[src/rtl/cache_read_arbiter_pkg.sv]
// Shared cache definitions: arbiter state encoding, winner codes and line geometry.
package cache_read_arbiter_pkg;

  localparam int unsigned LINE_OFFSET_W = 5;
  localparam int unsigned STARVE_CNT_W  = 3;

  typedef enum logic [1:0] {
    ARB_IDLE  = 2'd0,
    ARB_GNT_I = 2'd1,
    ARB_GNT_D = 2'd2
  } arb_state_e;

  typedef enum logic [1:0] {
    WIN_NONE = 2'd0,
    WIN_INST = 2'd1,
    WIN_DATA = 2'd2
  } arb_win_e;

endpackage

[src/rtl/cache_read_arbiter.sv]
// Arbitrates ICache and DCache line reads onto a single cache-AXI read port.
// Data has priority unless inst has been passed over STARVE_LIMIT times in a row.
module cache_read_arbiter
  import cache_read_arbiter_pkg::*;
#(
  parameter int ADDR_W       = 32,
  parameter int LINE_W       = 256,
  parameter int STARVE_LIMIT = 4
) (
  input  logic              clk,
  input  logic              rst,
  input  logic              inst_ren_i,
  input  logic [ADDR_W-1:0] inst_araddr_i,
  input  logic              inst_uncached_i,
  output logic              inst_rvalid_o,
  output logic [LINE_W-1:0] inst_rdata_o,
  input  logic              data_ren_i,
  input  logic [ADDR_W-1:0] data_araddr_i,
  input  logic              data_uncached_i,
  output logic              data_rvalid_o,
  output logic [LINE_W-1:0] data_rdata_o,
  input  logic              wb_busy_i,
  input  logic [ADDR_W-1:0] wb_awaddr_i,
  output logic              mem_ren_o,
  output logic [ADDR_W-1:0] mem_araddr_o,
  output logic              mem_uncached_o,
  input  logic              mem_rvalid_i,
  input  logic [LINE_W-1:0] mem_rdata_i,
  output logic [1:0]        grant_o
);

  localparam logic [STARVE_CNT_W-1:0] STARVE_MAX = STARVE_CNT_W'(STARVE_LIMIT);

  arb_state_e              state_q, state_d;
  logic [STARVE_CNT_W-1:0] starve_q, starve_d;
  logic [ADDR_W-1:0]       araddr_q, araddr_d;
  logic                    uncached_q, uncached_d;
  arb_win_e                win;
  logic                    data_hazard;
  logic                    unused_wb_offset;

  // A data read of the line currently being written back would return stale data.
  assign data_hazard = wb_busy_i &&
    (data_araddr_i[ADDR_W-1:LINE_OFFSET_W] == wb_awaddr_i[ADDR_W-1:LINE_OFFSET_W]);
  assign unused_wb_offset = ^wb_awaddr_i[LINE_OFFSET_W-1:0];

  function automatic arb_win_e pick_winner(input logic inst_req, input logic data_req,
                                           input logic hazard, input logic inst_starved);
    arb_win_e res;
    res = WIN_NONE;
    if (data_req && !hazard && !(inst_starved && inst_req)) begin
      res = WIN_DATA;
    end else if (inst_req) begin
      res = WIN_INST;
    end
    return res;
  endfunction

  always_ff @(posedge clk or negedge rst) begin
    if (!rst) begin
      state_q <= ARB_IDLE;
    end else begin
      state_q <= state_d;
    end
  end

  always_comb begin
    state_d = state_q;
    win     = WIN_NONE;
    unique case (state_q)
      ARB_IDLE: begin
        win = pick_winner(inst_ren_i, data_ren_i, data_hazard, starve_q == STARVE_MAX);
        if (win == WIN_DATA) begin
          state_d = ARB_GNT_D;
        end else if (win == WIN_INST) begin
          state_d = ARB_GNT_I;
        end
      end
      ARB_GNT_I, ARB_GNT_D: begin
        if (mem_rvalid_i) begin
          state_d = ARB_IDLE;
        end
      end
      default: state_d = ARB_IDLE;
    endcase
  end

  // Grant bookkeeping only moves while idle; the latched request is frozen for the grant.
  always_comb begin
    araddr_d   = araddr_q;
    uncached_d = uncached_q;
    starve_d   = starve_q;
    if (state_q == ARB_IDLE) begin
      if (!inst_ren_i) begin
        starve_d = '0;
      end
      case (win)
        WIN_DATA: begin
          araddr_d   = data_araddr_i;
          uncached_d = data_uncached_i;
          if (inst_ren_i && (starve_q < STARVE_MAX)) begin
            starve_d = starve_q + 1'b1;
          end
        end
        WIN_INST: begin
          araddr_d   = inst_araddr_i;
          uncached_d = inst_uncached_i;
          starve_d   = '0;
        end
        default: ;
      endcase
    end
  end

  always_ff @(posedge clk or negedge rst) begin
    if (!rst) begin
      starve_q   <= '0;
      araddr_q   <= '0;
      uncached_q <= 1'b0;
    end else begin
      starve_q   <= starve_d;
      araddr_q   <= araddr_d;
      uncached_q <= uncached_d;
    end
  end

  always_comb begin
    mem_ren_o     = 1'b0;
    grant_o       = 2'b00;
    inst_rvalid_o = 1'b0;
    data_rvalid_o = 1'b0;
    inst_rdata_o  = '0;
    data_rdata_o  = '0;
    case (state_q)
      ARB_GNT_I: begin
        mem_ren_o     = 1'b1;
        grant_o       = 2'b01;
        inst_rvalid_o = mem_rvalid_i;
        inst_rdata_o  = mem_rdata_i;
      end
      ARB_GNT_D: begin
        mem_ren_o     = 1'b1;
        grant_o       = 2'b10;
        data_rvalid_o = mem_rvalid_i;
        data_rdata_o  = mem_rdata_i;
      end
      default: ;
    endcase
  end

  assign mem_araddr_o   = araddr_q;
  assign mem_uncached_o = uncached_q;

endmodule

[config.mk]
export PLATFORM = sky130hd
export DESIGN_NAME = cache_read_arbiter
export DESIGN_NICKNAME = d
export VERILOG_FILES = /design/src/rtl/cache_read_arbiter_pkg.sv /design/src/rtl/cache_read_arbiter.sv
export SDC_FILE = /design/constraint.sdc
export NUM_CORES = 1
export LEC_CHECK = 0
export CORE_AREA = 2 2 351 353
export CTS_BUF_LIST = sky130_fd_sc_hd__clkbuf_16
export DETAILED_ROUTE_END_ITERATION = 16
export DIE_AREA = 0 0 353 355
export SLEW_MARGIN = 15
export SYNTH_ARGS = -nofsm -noshare
export SYNTH_HDL_FRONTEND = slang
export SYNTH_SLANG_ARGS = --single-unit
[constraint.sdc]
create_clock -name clk -period 3.1 [get_ports clk]
set_input_delay 0.62 -clock clk [delete_from_list [all_inputs] [get_ports clk]]
set_output_delay 0.62 -clock clk [all_outputs]
set_load 0.005 [all_outputs]
==> results of run 1 <==
[what timing repair did]
action,in CTS,in global routing
setup buffers,1,0
endpoints found under the setup margin,33,69
cloned,0,2
gates resized for setup,14,12
pin swaps,4,4
[state kept, by name, indices dropped and copies added, names as in the netlist]
| name | count |
|---|---|
| mem_araddr_o | 32 |
| mem_uncached_o | 1 |
| starve_q | 3 |
| state_q | 2 |
[through the flow]
| step | power, uW | util | setup TNS [ns] |
|---|---|---|---|
| 6_report | 12000 | 0.150 | 0 |
| 5_1_grt | 12900 | 0.150 | -0.00105 |
| 4_1_cts | 12100 | 0.149 | 0 |
| 3_5_place_dp | 11300 | 0.147 | -12.50 |
| 3_3_place_gp | 11300 | 0.147 | -11.02 |
| 2_1_floorplan | 3490 | - | 0 |
[per-layer routing]
metal | track usage | routed length, um | vias up
li1 | - | - | 4235
met1 | 0.159 | 36300 | 4283
met2 | 0.220 | 40800 | 562
met3 | 0.101 | 15500 | 68
met4 | 0.00877 | 792 | 2
met5 | 0 | 20 | -
[critical path, delay by kind of cell (launching register included)]
family / cells / cell delay [ns]
and+or+nand+nor: 1 / 0.16
adders and majority gates: 1 / 0.22
buffers and inverters: 4 / 1.20
DFF: 1 / 0.44
[layout make-up]
type                            count  area share
Antenna cell                        4    0.000549
Clock buffer                        5     0.00686
Clock inverter                      3     0.00377
Inverter                            6     0.00124
Multi-Input combinational cell    682       0.246
Sequential cell                    38      0.0522
Tap cell                         1625       0.112
Timing Repair Buffer              947       0.578
[kinds of logic (layout without fill, tap and decap cells)]
kind of cell | after synthesis | in the layout
flops | 38 | 38
fa+ha+maj | 9 | 9
buf+inv | 73 | 961
compound gates | 47 | 47
mux | 33 | 33
other cells | 0 | 4
xor+xnor | 27 | 27
simple gates | 566 | 566
[layout by cell type, fill, tap and decap left out, drive strengths merged, types with 3 or more instances in the layout]
master / synthesis / final
dfrtp: 38 / 38
and2: 515 / 515
nand4: 4 / 4
clkbuf: 64 / 7
ha: 9 / 9
mux2i: 33 / 33
nor4: 4 / 4
diode: 0 / 4
buf: 3 / 192
dlymetal6s2s: 0 / 5
clkdlybuf4s50: 0 / 746
inv: 6 / 6
xnor2: 15 / 15
nand2: 36 / 36
o21ai: 37 / 37
a21oi: 3 / 3
xor2: 12 / 12
[worst paths after layout]
kind,to,slack (ns),cells past startpoint
max,data_rdata_o[168],0.11,6
min,mem_araddr_o[20]$_DFFE_PN0P_,0.48,2
max reg2reg,starve_q[0]$_DFFE_PN0N_,0.69,9
min reg2reg,mem_araddr_o[20]$_DFFE_PN0P_,0.48,2
max in group asynchronous,mem_araddr_o[15]$_DFFE_PN0P_,1.92,1
min in group asynchronous,mem_araddr_o[9]$_DFFE_PN0P_,0.52,1
[report_power, final]
group          internal (uW)  switching [uW]  total, uW  leakage (uW)
clock network            463             219        681     0.0000940
logic                   5690            4760      10400       0.00620
registers                730             150        880      0.000477
total                   6880            5130      12000       0.00677
==> impl_results.md, run 1 <==
- Worst-path clk slew: 0.06 ns
- Remaining DRCs: 0
- Synth Flop Type: dfrtp_1
- Outcome: finished clean
- CTS Buf Count: 5
- Fraction of layout cells with a size suffix above 1: 0.128
- DIE HEIGHT: 355 um
- Cell taking the most area after synthesis: and2_1
- WP data arrival: 2.37 ns
- R2r startpoint: state_q[0]$_DFFE_PN0P_
- Main combinational cell family by area after synthesis: simple AND/OR/NAND/NOR gates
- WL per Instance: 28.2 um
- Global route total overflow: 0
- Pwr Density: 659 mW/mm^2
- Max VDD drop: 379 uV
- Syn nets: 1162
- Starting density of the core: 0.0464
- Final worst path period share: 0.966
- Clk sinks: 38
- Synth top area share: 0.571
- Max-Cap Viols: 0
- Fin crit period: 2.99 ns
- Xor and xnor area share after synthesis: 0.0420
- Hold Slack: 0.478 ns
- Register bit count reported by yosys: 38
- Startpoint Class: flop
- Clk buf depth: 2
- Post-Place Cells: 3295
- Post-synth EDFFs: 0
- Yosys warns: 0
- Fillers: 13900
- Critical path peak fanout: 42
- Max Freq: 334 MHz
- Unique cell type count in the Yosys netlist: 27
- Worst skew pair latency: 0.29 ns
- Critical path's largest stage delay: 0.60 ns
- Core ar.: 0.121 mm^2
- Lkg Pwr: 0.00677 uW
- Synthesized area: 0.00563 mm^2
- Worst slew margin: 0.295
- Non-filler cells, final: 3310
- 1st-pass router iterations: 5
- Hold buffer count at CTS: 0
- Seq/Total Area, Yosys: 0.169
- Mapped Avg Cell Area: 7.10 um^2
- Setup Skew: 0.00720 ns
- Synth Area in Adders: 0.0200
- Top-count cell post-synth: and2_1
- Final setup viols: 0
- FP Rows: 128
- Vias in the first global route: 9344
- Complex-gate fraction of the synthesized area: 0.0478
- Iteration-0 DRC Markers: 469
- Routed via count: 9150
- Area occupied by multi-input gates: 0.00448 mm^2
- Final Hold Viols: 0
- Die ar.: 0.125 mm^2
- Final net count: 2049
- Worst-Margin Slew: 1.06 ns
- Routed Antenna Nets: 0
- Area growth, synth to finish: 224%
- Critical path endpoint category: primary output
- Dominant cells by area after synthesis: and2_1, dfrtp_1, mux2i_1
- Placed inst area: 0.0179 mm^2
- H-tree Lvls: 2
- Pre-CTS setup slack: -0.390 ns
- Largest net degree at the start of global routing: 96
- Final HPWL DP: 85800 um
- PortBufs: 904
- # IOs: 910
- Fin. max-slew vios: 0
- Slowest cell on crit path: clkdlybuf4s50_1
- Mux contribution to synthesized area: 0.0587
- Initial antenna violation count: 42
- Width of the die: 353 um
- Hold Crit Class: reg2reg
- Placer congestion estimate: 0.911
- WS Path Type: reg2out
- Worst path cell trace: inv_1 -> ha_4 -> buf_16 -> buf_12 -> and2_1 -> clkdlybuf4s50_1
- FFs w/ async S/R, synth: 1.00
- Reg area: 951 um^2
- Final Instance Area: 0.0182 mm^2
- CTS tree: built
- Total routed wirelength: 93400 um
- Post-route setup slack: 0.106 ns
- Tot GR Track Use: 0.140
- Hold wc startpoint: mem_araddr_o[20]$_DFFE_PN0P_
- Crit path from: state_q[0]$_DFFE_PN0P_
- CP required: 2.48 ns
- DR vias/cell: 2.76
- Synth Area in Simple Gates: 0.613
- First-pass GRT wire length: 112000 um
- Most frequent cells after synthesis: and2_1, clkbuf_1, dfrtp_1
- Clock root buffer: clkbuf_16
- Post-Syn Instances: 793
Power figures use the tool's default switching activity.
==> run 2: changes to the inputs <==
Clock period 3.1 ns to 3.35 ns, I/O delays scaled along.
==> run 2 against run 1 <==
Non-clock buffer count down 8; die area unchanged; sequential share of layout area up 0.14 points; clock power down 7.2%; critical path type unchanged; first-iteration DRC count up 19%; design area down 2.7%; count of clock-buffer cells in the layout unchanged.
==> impl_results.md, run 2 (same netlist as run 1, synthesis figures left out) <==
- DR vias/cell: 2.75
- CTS tree: built
- Top Metal Used: met5
- Total routed wirelength: 91900 um
- R2r setup slk: 0.88 ns
- Number of setup buffers added after CTS: 0
- Die ar.: 0.125 mm^2
- Starting density of the core: 0.0464
- Startpoint Class: flop
- Final worst path period share: 0.977
- PortBufs: 904
- CP required: 2.68 ns
- Tot GR Track Use: 0.139
- Largest net degree at the start of global routing: 131
- Clock root buffer: clkbuf_16
- Placed inst area: 0.0175 mm^2
- Vias in the first global route: 9282
- Hold Slack: 0.484 ns
- Post-Place Cells: 3290
- CTS Buf Count: 5
- Most common cell after layout, fill and taps aside: clkdlybuf4s50_1
- Post-route setup slack: 0.0784 ns
- Placer congestion estimate: 0.925
- Worst-Margin Slew: 1.06 ns
- Pwr Total: 10600 uW
- Routed via count: 9109
- Iteration-0 DRC Markers: 559
- Outcome: finished clean
- Hold buffer count at CTS: 0
- FF-to-FF path depth: 10
- Max reg flops: 32
- FP Rows: 128
- Area growth, synth to finish: 215%
- Setup Skew: 0.00753 ns
- R2r startpoint: starve_q[0]$_DFFE_PN0N_
- WS Path Type: reg2out
- Fin crit period: 3.27 ns
- Max VDD drop: 346 uV
- Non-filler cells, final: 3307
- WL per Instance: 27.8 um
- Worst-path clk slew: 0.06 ns
- Routed Antenna Nets: 0
- Initial antenna violation count: 38
- Max Freq: 306 MHz
- WP data arrival: 2.60 ns
- Global route total overflow: 0
- Remaining DRCs: 0
- Fraction of layout cells with a size suffix above 1: 0.0801
- Clk sinks: 38
- Met3 routed WL: 16800 um
- RSZ-0062 raised after global routing: no
- Final Instance Area: 0.0177 mm^2
- Final net count: 2041
- Crit path from: state_q[0]$_DFFE_PN0P_
- DIE HEIGHT: 355 um
- Fin. max-slew vios: 0
- Core ar.: 0.121 mm^2
- Critical path peak fanout: 105
- Final setup viols: 0
- Worst skew pair latency: 0.29 ns
- Width of the die: 353 um
- Final HPWL DP: 85000 um
- Pre-CTS setup slack: -0.257 ns
- # IOs: 910
- Worst slew margin: 0.295
- Met2 WL: 40000 um
- Max-Cap Viols: 0
- First-pass GRT wire length: 112000 um
- Final Hold Viols: 0
- Wl on met1: 34500 um
- Hold Crit Class: reg2reg
- H-tree Lvls: 2
- 1st-pass router iterations: 6
- Pwr Density: 596 mW/mm^2
- Clk buf depth: 2
- Most frequent cells in the layout: clkdlybuf4s50_1, and2_1, buf_12
- Worst r2r dst: mem_araddr_o[4]$_DFFE_PN0P_
- Critical path endpoint category: primary output
- Lkg Pwr: 0.00640 uW
- CP Capture Point: data_rdata_o[78]
[run 2: cell types whose count changed in the layout (fill, tap and decap cells not counted), moves of 2 or more]
cell / change
buf_16: -2
dlygate4sd2_1: -2
o21ai_0: +2
clkbuf_16: -2
diode_2: +5
buf_4: -32
buf_6: -2
buf_12: -37
dlymetal6s2s_1: -4
clkdlybuf4s50_1: +73
[run 2: worst max-delay path, cell delays in order, from the launching register on]
cell	delay [ns]
dfrtp_1	0.45
inv_1	0.18
ha_4	0.19
buf_12	0.23
and2_1	0.19
clkdlybuf4s50_1	0.94
[run 2: worst min path at each step]
stage,from,to,slack [ns],cells past startpoint
floorplan,rst,mem_araddr_o[0]$_DFFE_PN0P_,0.37,0
global placement,mem_araddr_o[14]$_DFFE_PN0P_,mem_araddr_o[14]$_DFFE_PN0P_,0.46,2
detailed placement,mem_araddr_o[29]$_DFFE_PN0P_,mem_araddr_o[29]$_DFFE_PN0P_,0.47,2
CTS,mem_araddr_o[29]$_DFFE_PN0P_,mem_araddr_o[29]$_DFFE_PN0P_,0.48,2
global route,mem_araddr_o[26]$_DFFE_PN0P_,mem_araddr_o[26]$_DFFE_PN0P_,0.50,2
finish,mem_araddr_o[29]$_DFFE_PN0P_,mem_araddr_o[29]$_DFFE_PN0P_,0.48,2
[run 2: area by class of cell]
cell class,count,area (um^2)
Clock inverter,3,68.8
Inverter,6,22.5
Antenna cell,9,22.5
Tap cell,1625,2030
Multi-Input combinational cell,682,4430
Fill cell,13900,104000
Sequential cell,38,951
Timing Repair Buffer,939,10100
Clock buffer,5,125
[run 2: routing by layer]
metal	GRT usage	vias to the layer above
met3	0.111	53
met2	0.218	577
met5	0	-
met1	0.154	4252
li1	-	4221
met4	0.00953	6
[run 2: what timing repair did]
| item | CTS | global route |
|---|---|---|
| endpoints found under the setup margin | 0 | 29 |
| resized for setup | 0 | 2 |
| endpoints found under the hold margin | 0 | 0 |
[run 2: metrics by stage]
stage,utilization,TNS [ns]
after detailed placement,0.144,-7.40
after global placement,0.144,-6.46
after CTS,0.146,0
final,0.146,0
after global routing,0.146,0
after floorplan,-,0
[run 2: power breakdown]
| part | internal [uW] | total (uW) | switching [uW] | leakage (uW) |
|---|---|---|---|---|
| logic | 4900 | 9140 | 4240 | 0.00582 |
| registers | 675 | 804 | 129 | 0.000477 |
| clock network | 428 | 632 | 204 | 0.0000941 |
| total | 6000 | 10600 | 4570 | 0.00640 |
==> run 3: changes to the inputs <==
Settings changed: CORE_AREA 2 2 351 353 to 3 3 352 354, DIE_AREA 0 0 353 355 to 0 0 355 357.
==> run 3 against run 2 <==
Sequential share of layout area is essentially flat; critical path type unchanged; critical endpoint is now data_rdata_o[113]; via count shrank 0.49%; largest cell class unchanged; wire length is 1.5% higher.
==> impl_results.md, run 3 (same netlist as run 1, synthesis figures left out) <==
- Outcome: finished clean
- Crit path from: state_q[0]$_DFFE_PN0P_
- Max Freq: 312 MHz
- Area growth, synth to finish: 214%
- Core ar.: 0.121 mm^2
- CP required: 2.68 ns
- WS Path Type: reg2out
- Startpoint Class: flop
- Clock root buffer: clkbuf_16
- Critical path's largest stage delay: 0.78 ns
- FP Rows: 128
- Worst skew pair latency: 0.28 ns
- Placer congestion estimate: 0.878
- Pre-CTS setup slack: -0.135 ns
- Global route total overflow: 0
- WP data arrival: 2.54 ns
- Routed Antenna Nets: 0
- Width of the die: 355 um
- 1st-pass router iterations: 5
- Post-route setup slack: 0.142 ns
- Hold buffer count at CTS: 0
- Fin. max-slew vios: 0
- Most common cell type on the critical path: buf_12
- Total routed wirelength: 93300 um
- Clk sinks: 38
- Number of setup buffers added after CTS: 0
- First-pass GRT wire length: 112000 um
- Placed inst area: 0.0174 mm^2
- Worst r2r dst: starve_q[0]$_DFFE_PN0N_
- Worst hold path depth: 2
- Lkg Pwr: 0.00635 uW
- Max reg flops: 32
- Final setup viols: 0
- R2r startpoint: state_q[0]$_DFFE_PN0P_
- # IOs: 910
- Critical path peak fanout: 71
- Clk buf depth: 2
- Starting density of the core: 0.0464
- WL per Instance: 28.2 um
- DR vias/cell: 2.74
- Worst slew margin: 0.372
- Top cell family by delay on the critical path: buffers and inverters
- Max VDD drop: 297 uV
- Vias in the first global route: 9105
- Largest net degree at the start of global routing: 98
- Final Instance Area: 0.0177 mm^2
- Slowest cell on crit path: clkdlybuf4s50_1
- Setup Skew: 0.00510 ns
- Pwr Density: 596 mW/mm^2
- RSZ-0062 raised after global routing: no
- Max-Cap Viols: 0
- Critical path endpoint category: primary output
- Final HPWL DP: 86300 um
- FF-to-FF path depth: 9
- Most frequent cells in the layout: clkdlybuf4s50_1, and2_1, buf_12
- R2r setup slk: 0.91 ns
- Fraction of layout cells with a size suffix above 1: 0.0764
- DIE HEIGHT: 357 um
- Buffers and inverters on the worst path: 4
- Fillers: 13900
- Final Hold Viols: 0
- Final worst path period share: 0.957
- Iteration-0 DRC Markers: 490
- Worst-path clk slew: 0.06 ns
- Tot GR Track Use: 0.138
- Remaining DRCs: 0
- H-tree Lvls: 2
- Worst path cell trace: inv_1 -> ha_4 -> buf_12 -> buf_12 -> and2_1 -> clkdlybuf4s50_1
- Die ar.: 0.127 mm^2
- CTS resizes: 0
- CTS Buf Count: 5
- Worst-Margin Slew: 0.942 ns
- PortBufs: 904
- Hold Crit Class: reg2reg
- Initial antenna violation count: 42
- Final net count: 2043
- Hold Path Sink: mem_araddr_o[5]$_DFFE_PN0P_
- Most common cell after layout, fill and taps aside: clkdlybuf4s50_1
- Routed via count: 9064
- CTS tree: built
- Fin crit period: 3.21 ns
- Hold wc startpoint: mem_araddr_o[5]$_DFFE_PN0P_
-- run 3: cell count changes in the layout (fill, tap and decap cells not counted) --
cell,previous run,this run
clkdlybuf4s50_1,819,828
buf_6,1,0
diode_2,9,6
dlymetal6s2s_1,1,0
buf_12,79,70
buf_4,38,42
-- run 3: how the worst max path moves through the flow --
stage	end	slack, ns	depth (start not counted)
floorplan	mem_araddr_o[10]$_DFFE_PN0P_	0.69	11
finish	data_rdata_o[113]	0.14	6
detailed placement	starve_q[2]$_DFFE_PN0N_	-0.13	11
global placement	starve_q[0]$_DFFE_PN0N_	-0.17	11
global route	starve_q[0]$_DFFE_PN0N_	0.01	11
CTS	data_rdata_o[176]	0.16	6
-- run 3: layer usage --
metal  vias up  GRT usage  wire, um
met5         -          0        41
met4         6    0.00824       527
met3        51      0.125     18800
met2       556      0.215     40800
met1      4230      0.145     33100
li1       4221          -         -
-- run 3: metrics by stage --
stage / TNS, ns / utilization / hold slack (ns) / cells / total power (uW)
2_1_floorplan: 0 / - / 0.374 / 793 / 3230
3_5_place_dp: -1.53 / 0.144 / 0.470 / 3292 / 10100
4_1_cts: 0 / 0.145 / 0.485 / 3300 / 10800
3_3_place_gp: -1.74 / 0.144 / 0.465 / 3292 / 10100
5_1_grt: 0 / 0.145 / 0.513 / 3300 / 11400
6_report: 0 / 0.145 / 0.481 / 3306 / 10500
-- run 3: final cells by class --
class | count | area, um^2 | area share
Clock inverter | 3 | 68.8 | 0.00390
Multi-Input combinational cell | 682 | 4430 | 0.251
Antenna cell | 6 | 15.0 | 0.000850
Tap cell | 1625 | 2030 | 0.115
Sequential cell | 38 | 951 | 0.0539
Timing Repair Buffer | 941 | 10000 | 0.567
Inverter | 6 | 22.5 | 0.00128
Clock buffer | 5 | 125 | 0.00709
-- run 3: worst reg2reg max path, stage by stage, from the launching register on --
cell and delay (ns):
dfrtp_1 0.44, inv_1 0.17, ha_1 0.30, inv_1 0.16, nor3_1 0.24, ha_2 0.32
nand2b_2 0.21, nor3b_1 0.28, a21o_1 0.16, a22o_1 0.12
-- run 3: power by group --
| group | total, uW | internal (uW) | switching [uW] | leakage, uW |
|---|---|---|---|---|
| registers | 804 | 675 | 129 | 0.000477 |
| logic | 9080 | 4850 | 4240 | 0.00578 |
| clock network | 631 | 428 | 203 | 0.0000940 |
